===== src/rtl/mem_port_arbiter.sv =====
// -----------------------------------------------------------------------------
// mem_port_arbiter
//
// Shares one single-port synchronous RAM between the CPU memory interface and
// a program loader / debug port. One access is in flight at a time; the CPU
// has fixed priority. Each access takes three cycles: grant decision (IDLE),
// RAM strobe (ACC) and completion pulse (DONE).
//
// Optional feature (macro MEM_ARB_STARVE_GUARD_EN):
//   When defined, a run counter limits the number of consecutive CPU grants
//   while the loader is waiting to MAX_CPU_RUN; the next grant is then forced
//   to the loader. When undefined, the loader is served only when the CPU is
//   not requesting in IDLE.
//
// Ports
//   clk, rst                  clock, synchronous active-high reset
//   cpu_req/we/addr/wdata     CPU command, held stable until cpu_ready
//   cpu_rdata                 CPU read data, valid with cpu_ready, held after
//   cpu_ready                 one-cycle completion pulse to the CPU
//   cpu_stall                 cpu_req & ~cpu_ready, holds controller states
//   ldr_*                     loader mirror of the cpu_* command/response
//   ram_en/we/addr/wdata      RAM command (ram_we only together with ram_en)
//   ram_rdata                 RAM read data, one cycle after the ram_en cycle
// -----------------------------------------------------------------------------
module mem_port_arbiter #(
    parameter int WORD_SIZE = 32,
    parameter int RAM_SIZE  = 1024,
`ifdef MEM_ARB_STARVE_GUARD_EN
    parameter int MAX_CPU_RUN = 4,
`endif
    localparam int ADDR_W = $clog2(RAM_SIZE)
) (
    input  logic                 clk,
    input  logic                 rst,

    input  logic                 cpu_req,
    input  logic                 cpu_we,
    input  logic [ADDR_W-1:0]    cpu_addr,
    input  logic [WORD_SIZE-1:0] cpu_wdata,
    output logic [WORD_SIZE-1:0] cpu_rdata,
    output logic                 cpu_ready,
    output logic                 cpu_stall,

    input  logic                 ldr_req,
    input  logic                 ldr_we,
    input  logic [ADDR_W-1:0]    ldr_addr,
    input  logic [WORD_SIZE-1:0] ldr_wdata,
    output logic [WORD_SIZE-1:0] ldr_rdata,
    output logic                 ldr_ready,

    output logic                 ram_en,
    output logic                 ram_we,
    output logic [ADDR_W-1:0]    ram_addr,
    output logic [WORD_SIZE-1:0] ram_wdata,
    input  logic [WORD_SIZE-1:0] ram_rdata
);

    typedef enum logic [1:0] {
        S_IDLE = 2'd0,
        S_ACC  = 2'd1,
        S_DONE = 2'd2
    } state_t;

    typedef enum logic {
        OWN_CPU = 1'b0,
        OWN_LDR = 1'b1
    } owner_t;

    state_t                state, state_nxt;
    owner_t                own;
    logic                  cmd_we;
    logic [ADDR_W-1:0]     cmd_addr;
    logic [WORD_SIZE-1:0]  cmd_wdata;
    logic [WORD_SIZE-1:0]  cpu_rdata_q;
    logic [WORD_SIZE-1:0]  ldr_rdata_q;

    logic                  force_ldr;
    logic                  grant_cpu;
    logic                  grant_ldr;

    // Grant terms are only acted on in IDLE.
    assign grant_cpu = cpu_req & ~force_ldr;
    assign grant_ldr = ldr_req & ~grant_cpu;

    // -------------------------------------------------------------------------
    // Loader starvation guard
    // -------------------------------------------------------------------------
`ifdef MEM_ARB_STARVE_GUARD_EN
    localparam int RUN_W = (MAX_CPU_RUN < 1) ? 1 : $clog2(MAX_CPU_RUN + 1);
    localparam logic [RUN_W-1:0] RUN_MAX = RUN_W'(MAX_CPU_RUN);

    logic [RUN_W-1:0] run_cnt;

    assign force_ldr = (run_cnt == RUN_MAX) & ldr_req;

    // Counts CPU grants taken while the loader waits; saturates at RUN_MAX.
    always_ff @(posedge clk) begin
        if (rst) begin
            run_cnt <= '0;
        end else if (state == S_IDLE) begin
            if (grant_ldr || !ldr_req) begin
                run_cnt <= '0;
            end else if (grant_cpu && run_cnt != RUN_MAX) begin
                run_cnt <= run_cnt + 1'b1;
            end
        end
    end
`else
    assign force_ldr = 1'b0;
`endif

    // -------------------------------------------------------------------------
    // FSM: state register
    // -------------------------------------------------------------------------
    always_ff @(posedge clk) begin
        if (rst) begin
            state <= S_IDLE;
        end else begin
            state <= state_nxt;
        end
    end

    // -------------------------------------------------------------------------
    // FSM: next-state logic
    // -------------------------------------------------------------------------
    always_comb begin
        state_nxt = state;
        case (state)
            S_IDLE:  if (grant_cpu || grant_ldr) state_nxt = S_ACC;
            S_ACC:   state_nxt = S_DONE;
            S_DONE:  state_nxt = S_IDLE;
            default: state_nxt = S_IDLE;
        endcase
    end

    // -------------------------------------------------------------------------
    // FSM: outputs
    // -------------------------------------------------------------------------
    // NOTE: every output gets a default before the case so no path leaves a
    // variable unassigned; otherwise synthesis infers a latch to hold it.
    always_comb begin
        ram_en    = 1'b0;
        cpu_ready = 1'b0;
        ldr_ready = 1'b0;
        cpu_rdata = cpu_rdata_q;
        ldr_rdata = ldr_rdata_q;
        // Gated by rst so a reset landing in ACC never writes the RAM and a
        // reset landing in DONE never reports completion.
        if (!rst) begin
            case (state)
                S_ACC: ram_en = 1'b1;
                S_DONE: begin
                    if (own == OWN_CPU) begin
                        cpu_ready = 1'b1;
                        // RAM data arrives this cycle; forward it so rdata is
                        // valid alongside ready, and the register holds it after.
                        if (!cmd_we) cpu_rdata = ram_rdata;
                    end else begin
                        ldr_ready = 1'b1;
                        if (!cmd_we) ldr_rdata = ram_rdata;
                    end
                end
                default: ;
            endcase
        end
    end

    assign ram_we    = ram_en & cmd_we;
    assign ram_addr  = cmd_addr;
    assign ram_wdata = cmd_wdata;
    assign cpu_stall = cpu_req & ~cpu_ready;

    // -------------------------------------------------------------------------
    // Command latch and read-data hold registers
    // -------------------------------------------------------------------------
    // NOTE: sequential state uses non-blocking assignments so every register
    // samples pre-edge values, independent of statement or process order.
    always_ff @(posedge clk) begin
        if (rst) begin
            own         <= OWN_CPU;
            cmd_we      <= 1'b0;
            cmd_addr    <= '0;
            cmd_wdata   <= '0;
            cpu_rdata_q <= '0;
            ldr_rdata_q <= '0;
        end else begin
            if (state == S_IDLE) begin
                if (grant_cpu) begin
                    own       <= OWN_CPU;
                    cmd_we    <= cpu_we;
                    cmd_addr  <= cpu_addr;
                    cmd_wdata <= cpu_wdata;
                end else if (grant_ldr) begin
                    own       <= OWN_LDR;
                    cmd_we    <= ldr_we;
                    cmd_addr  <= ldr_addr;
                    cmd_wdata <= ldr_wdata;
                end
            end
            if (state == S_DONE && !cmd_we) begin
                if (own == OWN_CPU) cpu_rdata_q <= ram_rdata;
                else                ldr_rdata_q <= ram_rdata;
            end
        end
    end

endmodule


===== config.mk =====
export PLATFORM = sky130hd
export DESIGN_NAME = mem_port_arbiter
export DESIGN_NICKNAME = d
export VERILOG_FILES = /design/src/rtl/mem_port_arbiter.sv
export SDC_FILE = /design/constraint.sdc
export NUM_CORES = 1
export LEC_CHECK = 0
export ABC_AREA = 1
export BUFFER_PORTS_ARGS = -buffer_cell sky130_fd_sc_hd__buf_2
export CAP_MARGIN = 20
export CELL_PAD_IN_SITES_DETAIL_PLACEMENT = 2
export CELL_PAD_IN_SITES_GLOBAL_PLACEMENT = 2
export CORE_MARGIN = 1.5
export CORE_UTILIZATION = 24
export CTS_CLUSTER_DIAMETER = 40
export DETAILED_ROUTE_END_ITERATION = 8
export PLACE_DENSITY = 0.87
export SYNTH_ARGS = -nofsm -noshare
export SYNTH_HDL_FRONTEND = slang
export SYNTH_SLANG_ARGS = --single-unit
export TNS_END_PERCENT = 50

===== constraint.sdc =====
create_clock -name clk -period 1.47 [get_ports clk]
set_input_delay 0.0735 -clock clk [delete_from_list [all_inputs] [get_ports clk]]
set_output_delay 0.0735 -clock clk [all_outputs]
set_load 0.1 [all_outputs]

-- Word-level counts from Yosys, hierarchy flattened
Cells that the tools add are included.
- reduce and logical (&&, ||, !) cells: 8
- shift operators: 0
- $mul: 0
- add/sub/neg operators: 0
- $lt $le $gt $ge: 0
- equal/unequal tests: 3
- multiplexer cells: 26
- bitwise logic cells: 6
- divide/modulo/power cells: 0
- operators with widths (kind ; count):
    32-bit 2-to-1 mux ; 10
    10-bit 2-to-1 mux ; 2
    1-bit 2-to-1 mux ; 12
    2-bit AND reduction ; 3
    2-bit case mux with 2 select lines ; 1
    1-bit AND ; 3
    1-bit NOT ; 3
    2-bit by 1-bit equality test with 1-bit output (second input constant) ; 1
    2-bit equality test (second input constant) ; 1
    2-bit zero test ; 1
    2-bit 2-to-1 mux ; 1
    2-bit inequality test (second input constant) ; 1
    2-bit nonzero test ; 1
    1-bit logical AND ; 1
    1-bit zero test ; 1
    1-bit logical OR ; 1
- memory bits (read-only): 0
- latch bits: 0
- memory bits (writable): 0
- input port bits: 122
- register bits: 110
- output and inout bits: 111
- memories kept: 0
- word-level logic and storage cells: 50

-- Depth between registers and ports, before layout
Gate-level depths: netlist of run 1.
- depth after elaboration: 5
- depth in mapped cells: 8
- gate-level depth less buffers: 6

-- Least setup slack after synthesis of run 1
Ideal clock, no wire load.
- path type: register -> output
- start: register state[0]
- end: output cpu_stall
- arrival time: 3949 ps
- data required time: 1397 ps
- stages on the path, launching flop included: 5
- setup slack: -2552 ps
- buffers on the path: 0
- cells stage by stage: dfxtp_1 -> inv_2 -> nand2_1 -> nor3_1 -> nor2_1
- word-level cells in the longest chain between the ends: 5
- ends and longest elaborated chain (item ; line ; source):
    from (decl) ; 69 ; state_t state, state_nxt;
    from (signal assigned) ; 119 ; state <= state_nxt;
    2-bit equality test ; 150 ; case (state)
    1-bit 2-to-1 mux ; 150 ;
    1-bit 2-to-1 mux ; 149 ; if (!rst) begin
    named net cpu_ready ; 41 ; output logic cpu_ready,
    1-bit NOT ; 171 ; assign cpu_stall = cpu_req & ~cpu_ready;
    1-bit AND ; 171 ;
    to (decl) ; 42 ; output logic cpu_stall,
The timed path passes the listed nets, and every way through them passes these cells.

-- Worst setup path in the final report of run 1
- start: register state[0]
- end: output cpu_rdata[4]
- word-level cells in the longest chain between the ends: 3
- ends and longest elaborated chain (item ; line ; source):
    2-bit equality test ; 150 ;
    32-bit 2-to-1 mux ; 150 ;
    32-bit 2-to-1 mux ; 149 ;
    to (decl) ; 40 ; output logic [WORD_SIZE-1:0] cpu_rdata,
Every way passes these cells.

==> results of run 1 <==
-- flip-flops by register name (all words and copies together), names as in the netlist --
signal	cells
cmd_we	1
cpu_rdata_q	32
ldr_rdata_q	32
own	1
ram_addr	10
ram_wdata	32
state	2
-- power breakdown --
| part | switching (mW) | internal (mW) |
|---|---|---|
| combinational | 2.55 | 1.02 |
| clock | 1.27 | 1.36 |
| sequential | 0.122 | 3.16 |
-- kinds of logic after synthesis --
| family | share of synthesized area, % |
|---|---|
| buffers and inverters | 14.2 |
| DFF | 37.3 |
| and+or+nand+nor | 48.4 |
| AOI/OAI and AO/OA | 0.0846 |
-- worst reg2reg max path, delay by kind of cell (launching register included) --
kind                   cells  cell delay, ns
AND/OR/NAND/NOR            5            0.47
flip-flops                 1            0.37
buffers and inverters      5            0.72
-- layout by cell type, fill, tap and decap left out, types with 7 or more instances in the layout --
| cell type | synthesis | layout |
|---|---|---|
| inv_1 | 109 | 109 |
| nand2_1 | 474 | 355 |
| nand4_1 | 32 | 32 |
| nand2_4 | 0 | 39 |
| nor2_1 | 152 | 143 |
| buf_12 | 0 | 85 |
| buf_4 | 3 | 60 |
| nand3_2 | 0 | 23 |
| nor2_4 | 1 | 7 |
| clkbuf_16 | 0 | 18 |
| dfxtp_1 | 110 | 106 |
| buf_6 | 21 | 13 |
| nand2_2 | 1 | 81 |
| buf_2 | 19 | 163 |
| nand3_4 | 4 | 14 |
-- metal layers --
metal  up-vias  share of wire, %  GRT usage [%]
li1       3516                 -              -
met1      3687                38           24.3
met2       257                53           44.2
met3        74               5.1           4.60
met4         4               3.2           8.67
met5         -             0.091              0
-- worst max-delay path by stage --
stage / start / end / slack [ns] / depth (start not counted)
floorplan: cmd_we / ram_we / -0.33 / 4
global placement: own / cpu_rdata[22] / -0.05 / 5
detailed placement: own / cpu_rdata[22] / -0.20 / 5
CTS: state[0] / cpu_rdata[24] / -0.33 / 6
global route: state[0] / cpu_rdata[4] / -0.46 / 8
finish: state[0] / cpu_rdata[4] / -0.42 / 6
-- stage by stage --
step	setup WS, ns	hold WS, ns	setup TNS [ns]	utilization, %
finish	-0.415	0.0153	-29.23	43.3
global route	-0.456	0.0133	-39.64	43.3
CTS	-0.327	0.00194	-18.78	40.7
detailed placement	-0.205	0.366	-4.82	36.2
global placement	-0.0490	0.363	-0.933	36.2
floorplan	-0.333	0.229	-7.49	-
-- final cells by class --
| cell class | count | area share (%) |
|---|---|---|
| multi-input cells | 708 | 35.2 |
| repair buffers | 336 | 32.7 |
| flip-flops and latches | 110 | 21.1 |
| inverters | 114 | 4.19 |
| well taps | 324 | 3.86 |
| clock buffers | 13 | 2.68 |
| clock inverters | 3 | 0.238 |
-- timing repair --
action / 4_1_cts / 5_1_grt
gates resized for setup: 117 / 84
endpoints found under the hold margin: 3 / 0
gates cloned: 4 / 9
setup buffers: 24 / 18
setup endpoints to repair: 68 / 141
pin swaps: 40 / 21
hold buffers: 3 / 0
==> flow_metrics.tcl, run 1 <==
set metrics [dict create \
    fin_area_um2 10500 \
    leakage_nw 5.22 \
    finClkSkew_ns 0.0127 \
    synth.avg_cell_area_um2 5.98 \
    netlist-cell-type-count 20 \
    vias 7538 \
    start_kind "flop" \
    first_iter_violations 272 \
    synth_cells 988 \
    netlist_top_cells_area "dfxtp_1 37%, nand2_1 30%, nor2_1 9.7%, inv_1 6.9%, buf_6 4.0%" \
    antenna_found_initial 2 \
    power.density_nw_per_um2 903 \
    initial_core_util_pct 24.4 \
    drive_above_1_share_pct 41.4 \
    clk_pin_slew_ns 0.08 \
    required_ns 1.40 \
    crit-reg2reg-launch "state[0]" \
    period_minus_slack_ns 1.89 \
    fin_crit_sh_pct 128 \
    io_pins 233 \
    hold_path.class "in2reg" \
    synth.cell_area_um2 5910 \
    worst_slew_pin_slew_ns 0.645 \
    numCtsBuffers 9 \
    reg2reg_setup_slack_ns -0.14 \
    synth.most_common_cell "nand2_1" \
    worst_setup_path_end_kind "output port" \
    clock_path_buffers 2 \
    dp_cells 1535 \
    grt_max_degree 55 \
    crit_slowest_cell "dfxtp_4" \
    rows 57 \
    hold_start "ram_rdata[25]" \
    holdPathEnd "ldr_rdata_q[25]" \
    cts_tree "built" \
    dominantRegCellSynth "dfxtp_1" \
    dpl.hpwl_um 19900 \
    synth_top_area_cell "dfxtp_1" \
    grt_pass1_vias 8124 \
    first_pass_iters 4 \
    fin_cells 1608 \
    relSlewSlack_pct 57.0 \
    critPathTopFamily "simple AND/OR/NAND/NOR gates" \
    core_region_area_um2 24200 \
    overflow 0 \
    vdd_drop_max_mv 0.464 \
    cts_htree_levels 3 \
    die_x_um 160 \
    worstHoldPathCells 3 \
    path_cells "buf_6 > nor2_8 > buf_8 > nand4_1 > nand2_2 > buf_12" \
    path_max_fanout 13 \
    die_h_um 160 \
    path_buf_inv 3 \
    worstSetupPathType "reg2out" \
    dieArea_um2 25600 \
    n_antenna_cell 0 \
    portBuffers 232 \
    routabilityCongestion 0.785 \
    finalPower_mw 9.48 \
    maxCapViolations 0 \
    max_stage_delay_ns 0.37 \
    worstReg2RegEnd "ram_wdata[16]" \
    area_delta_synth_final_pct 77.8 \
    yosys-top-cells-count "474 x nand2_1, 152 x nor2_1, 110 x dfxtp_1" \
    async_flop_share_pct 0 \
    multiInputGateArea_um2 3700 \
    clock.fmax_mhz 530 \
    seq_area_um2 2220 \
    syn-num-nets 1110 \
    vias_per_cell 4.69 \
    finalHoldViolations 0 \
    clk_latency_ns 0.36 \
    synth-seq-area-share_pct 37.3 \
    root_buffer "clkbuf_16" \
    grtUsageTotal_pct 22.9 \
    drt-wirelength-per-cell_um 20.5 \
    status "finished, violations left" \
    cp.arrival_ns 1.81 \
    ff2ff_path_depth 10 \
    dpl-instance-area_um2 8780 \
    setup_ws_ns -0.415 \
    drv_slew 0 \
    yosysTopAreaCellShare_pct 37.3 \
    grt_pass1_wl_um 45400 \
    synth_edf_count 0 \
    violations "setup timing" \
    grt_setup_unrepaired "yes" \
    drc_errors 0 \
    routed_wl_um 33000 \
    cts_sinks 110 \
    ant_nets 0 \
    fill_cells 2843 \
    setup_viol 145 \
    final_nets 1401 \
    ys_warn_count 0 \
    ys_seq_elements 110 \
]
Power figures use the tool's default switching activity.
==> inputs of run 2 (changes only) <==
--- a/config.mk
+++ b/config.mk
@@ -11,10 +11,10 @@
 export CELL_PAD_IN_SITES_DETAIL_PLACEMENT = 2
 export CELL_PAD_IN_SITES_GLOBAL_PLACEMENT = 2
 export CORE_MARGIN = 1.5
-export CORE_UTILIZATION = 24
+export CORE_UTILIZATION = 22
 export CTS_CLUSTER_DIAMETER = 40
 export DETAILED_ROUTE_END_ITERATION = 8
-export PLACE_DENSITY = 0.87
+export PLACE_DENSITY = 0.84
 export SYNTH_ARGS = -nofsm -noshare
 export SYNTH_HDL_FRONTEND = slang
 export SYNTH_SLANG_ARGS = --single-unit
==> constraint.sdc (replaced) <==
create_clock -name clk -period 1.6 [get_ports clk]
set_input_delay 0.08 -clock clk [delete_from_list [all_inputs] [get_ports clk]]
set_output_delay 0.08 -clock clk [all_outputs]
set_load 0.1 [all_outputs]
==> flow_metrics.tcl, run 2 (synthesized netlist as in run 1, its figures left out) <==
set metrics [dict create \
    power.switching_mw 3.63 \
    first_iter_violations 350 \
    fin_cells 1582 \
    antenna_found_initial 2 \
    hold_path.class "in2reg" \
    period_minus_slack_ns 1.83 \
    cp.arrival_ns 1.75 \
    ant_nets 0 \
    leakage_nw 4.96 \
    dp_cells 1525 \
    routabilityCongestion 0.783 \
    first_pass_iters 6 \
    fin_area_um2 9940 \
    die_h_um 167 \
    status "finished, violations left" \
    finClkSkew_ns 0.0168 \
    vias_per_cell 4.52 \
    vdd_drop_max_mv 0.470 \
    rows 59 \
    final_nets 1362 \
    grtUsageTotal_pct 20.1 \
    core_region_area_um2 26200 \
    grt_pass1_wl_um 43700 \
    clk_latency_ns 0.37 \
    overflow 0 \
    start_kind "flop" \
    path_max_fanout 25 \
    layout_commonest_cell "nand2_1" \
    final_cell_mix "389 x nand2_1, 163 x buf_2, 150 x nor2_1" \
    power.density_nw_per_um2 864 \
    drt-wirelength-per-cell_um 18.7 \
    maxCapViolations 0 \
    vias 7153 \
    clock_path_buffers 2 \
    holdWs_ns 0.00838 \
    finalHoldViolations 0 \
    drc_errors 13 \
    worstSetupPathType "reg2out" \
    worst_slew_pin_slew_ns 0.769 \
    finalPower_mw 8.59 \
    fin_tns_setup_ns -11.50 \
    cts_sinks 110 \
    cts_tree "built" \
    clock.fmax_mhz 546 \
    drv_slew 0 \
    pwr-share-seq_pct 35.0 \
    dpl-instance-area_um2 8610 \
    clk_pin_slew_ns 0.09 \
    initial_core_util_pct 22.5 \
    grt_setup_unrepaired "yes" \
    final_util_pct 37.9 \
    area_delta_synth_final_pct 68.3 \
    worst_setup_path_end_kind "output port" \
    required_ns 1.52 \
    numCtsBuffers 9 \
    violations "DRC, setup timing" \
    setup_ws_ns -0.233 \
    cts_htree_levels 3 \
    dpl_worst_slack_ns -0.0166 \
    grt_max_degree 65 \
    drive_above_1_share_pct 36.1 \
    root_buffer "clkbuf_16" \
    sw_frac_of_total_pct 42.3 \
    dieArea_um2 27800 \
    p_int_mw 4.95 \
    routed_wl_um 29600 \
    die_x_um 167 \
    dpl.hpwl_um 19000 \
    relSlewSlack_pct 48.8 \
    power_frac_clock_pct 29.8 \
    io_pins 233 \
    grt_pass1_vias 7779 \
    power_frac_comb_pct 35.3 \
    setup_viol 68 \
    fin_crit_sh_pct 115 \
    portBuffers 232 \
]
==> run 2: cell type report <==
type                       count  area [um2]
timing repair buffer         299        2960
clock inverter                 7         101
clock buffer                   9         225
antenna                        2        5.00
sequential                   110        2210
tap                          335         419
fill                        3016       16300
inverter                     114         433
multi-input combinational    706        3590
==> run 2: worst paths after layout <==
path,start,to,slack (ns),depth (start not counted)
worst max-delay path,state[1],ldr_rdata[11],-0.23,7
worst min-delay path,ram_rdata[17],ldr_rdata_q[17],0.008,3
worst max register to register,state[1],cpu_rdata_q[4],0.06,8
worst min register to register,ram_wdata[11],ram_wdata[11],0.52,4
==> run 2: power by group through the flow <==
| stage | clock [mW] | combinational, mW | sequential (mW) |
|---|---|---|---|
| finish | 2.56 | 3.03 | 3.00 |
| global route | 2.75 | 3.21 | 3.02 |
| CTS | 2.64 | 2.98 | 3.00 |
| detailed placement | 0 | 2.84 | 3.06 |
| global placement | 0 | 2.79 | 3.05 |
| floorplan | 0 | 1.14 | 3.92 |
==> run 2: worst max-delay path, stage by stage, from the launching register on <==
cell,delay [ns]
dfxtp_4,0.40
inv_4,0.06
nor2_8,0.18
nand3_4,0.15
buf_12,0.21
nand2_1,0.16
nand2_4,0.07
buf_12,0.16
==> run 2: per-layer routing <==
layer  up-vias  part of all wire, %  GRT usage [%]
li1       3428                    -              -
met1      3448                   40           22.3
met2       230                   52           37.0
met3        47                  5.5           4.75
met4         0                  2.6           7.71
met5         -                    0              0
==> run 2: repair_timing <==
| action | 4_1_cts | 5_1_grt |
|---|---|---|
| setup buffers | 22 | 10 |
| pin swaps | 20 | 7 |
| cloned | 2 | 1 |
| hold endpoints to repair | 4 | 0 |
| resized for setup | 119 | 30 |
| hold buffers | 4 | 0 |
| setup endpoints to repair | 68 | 73 |
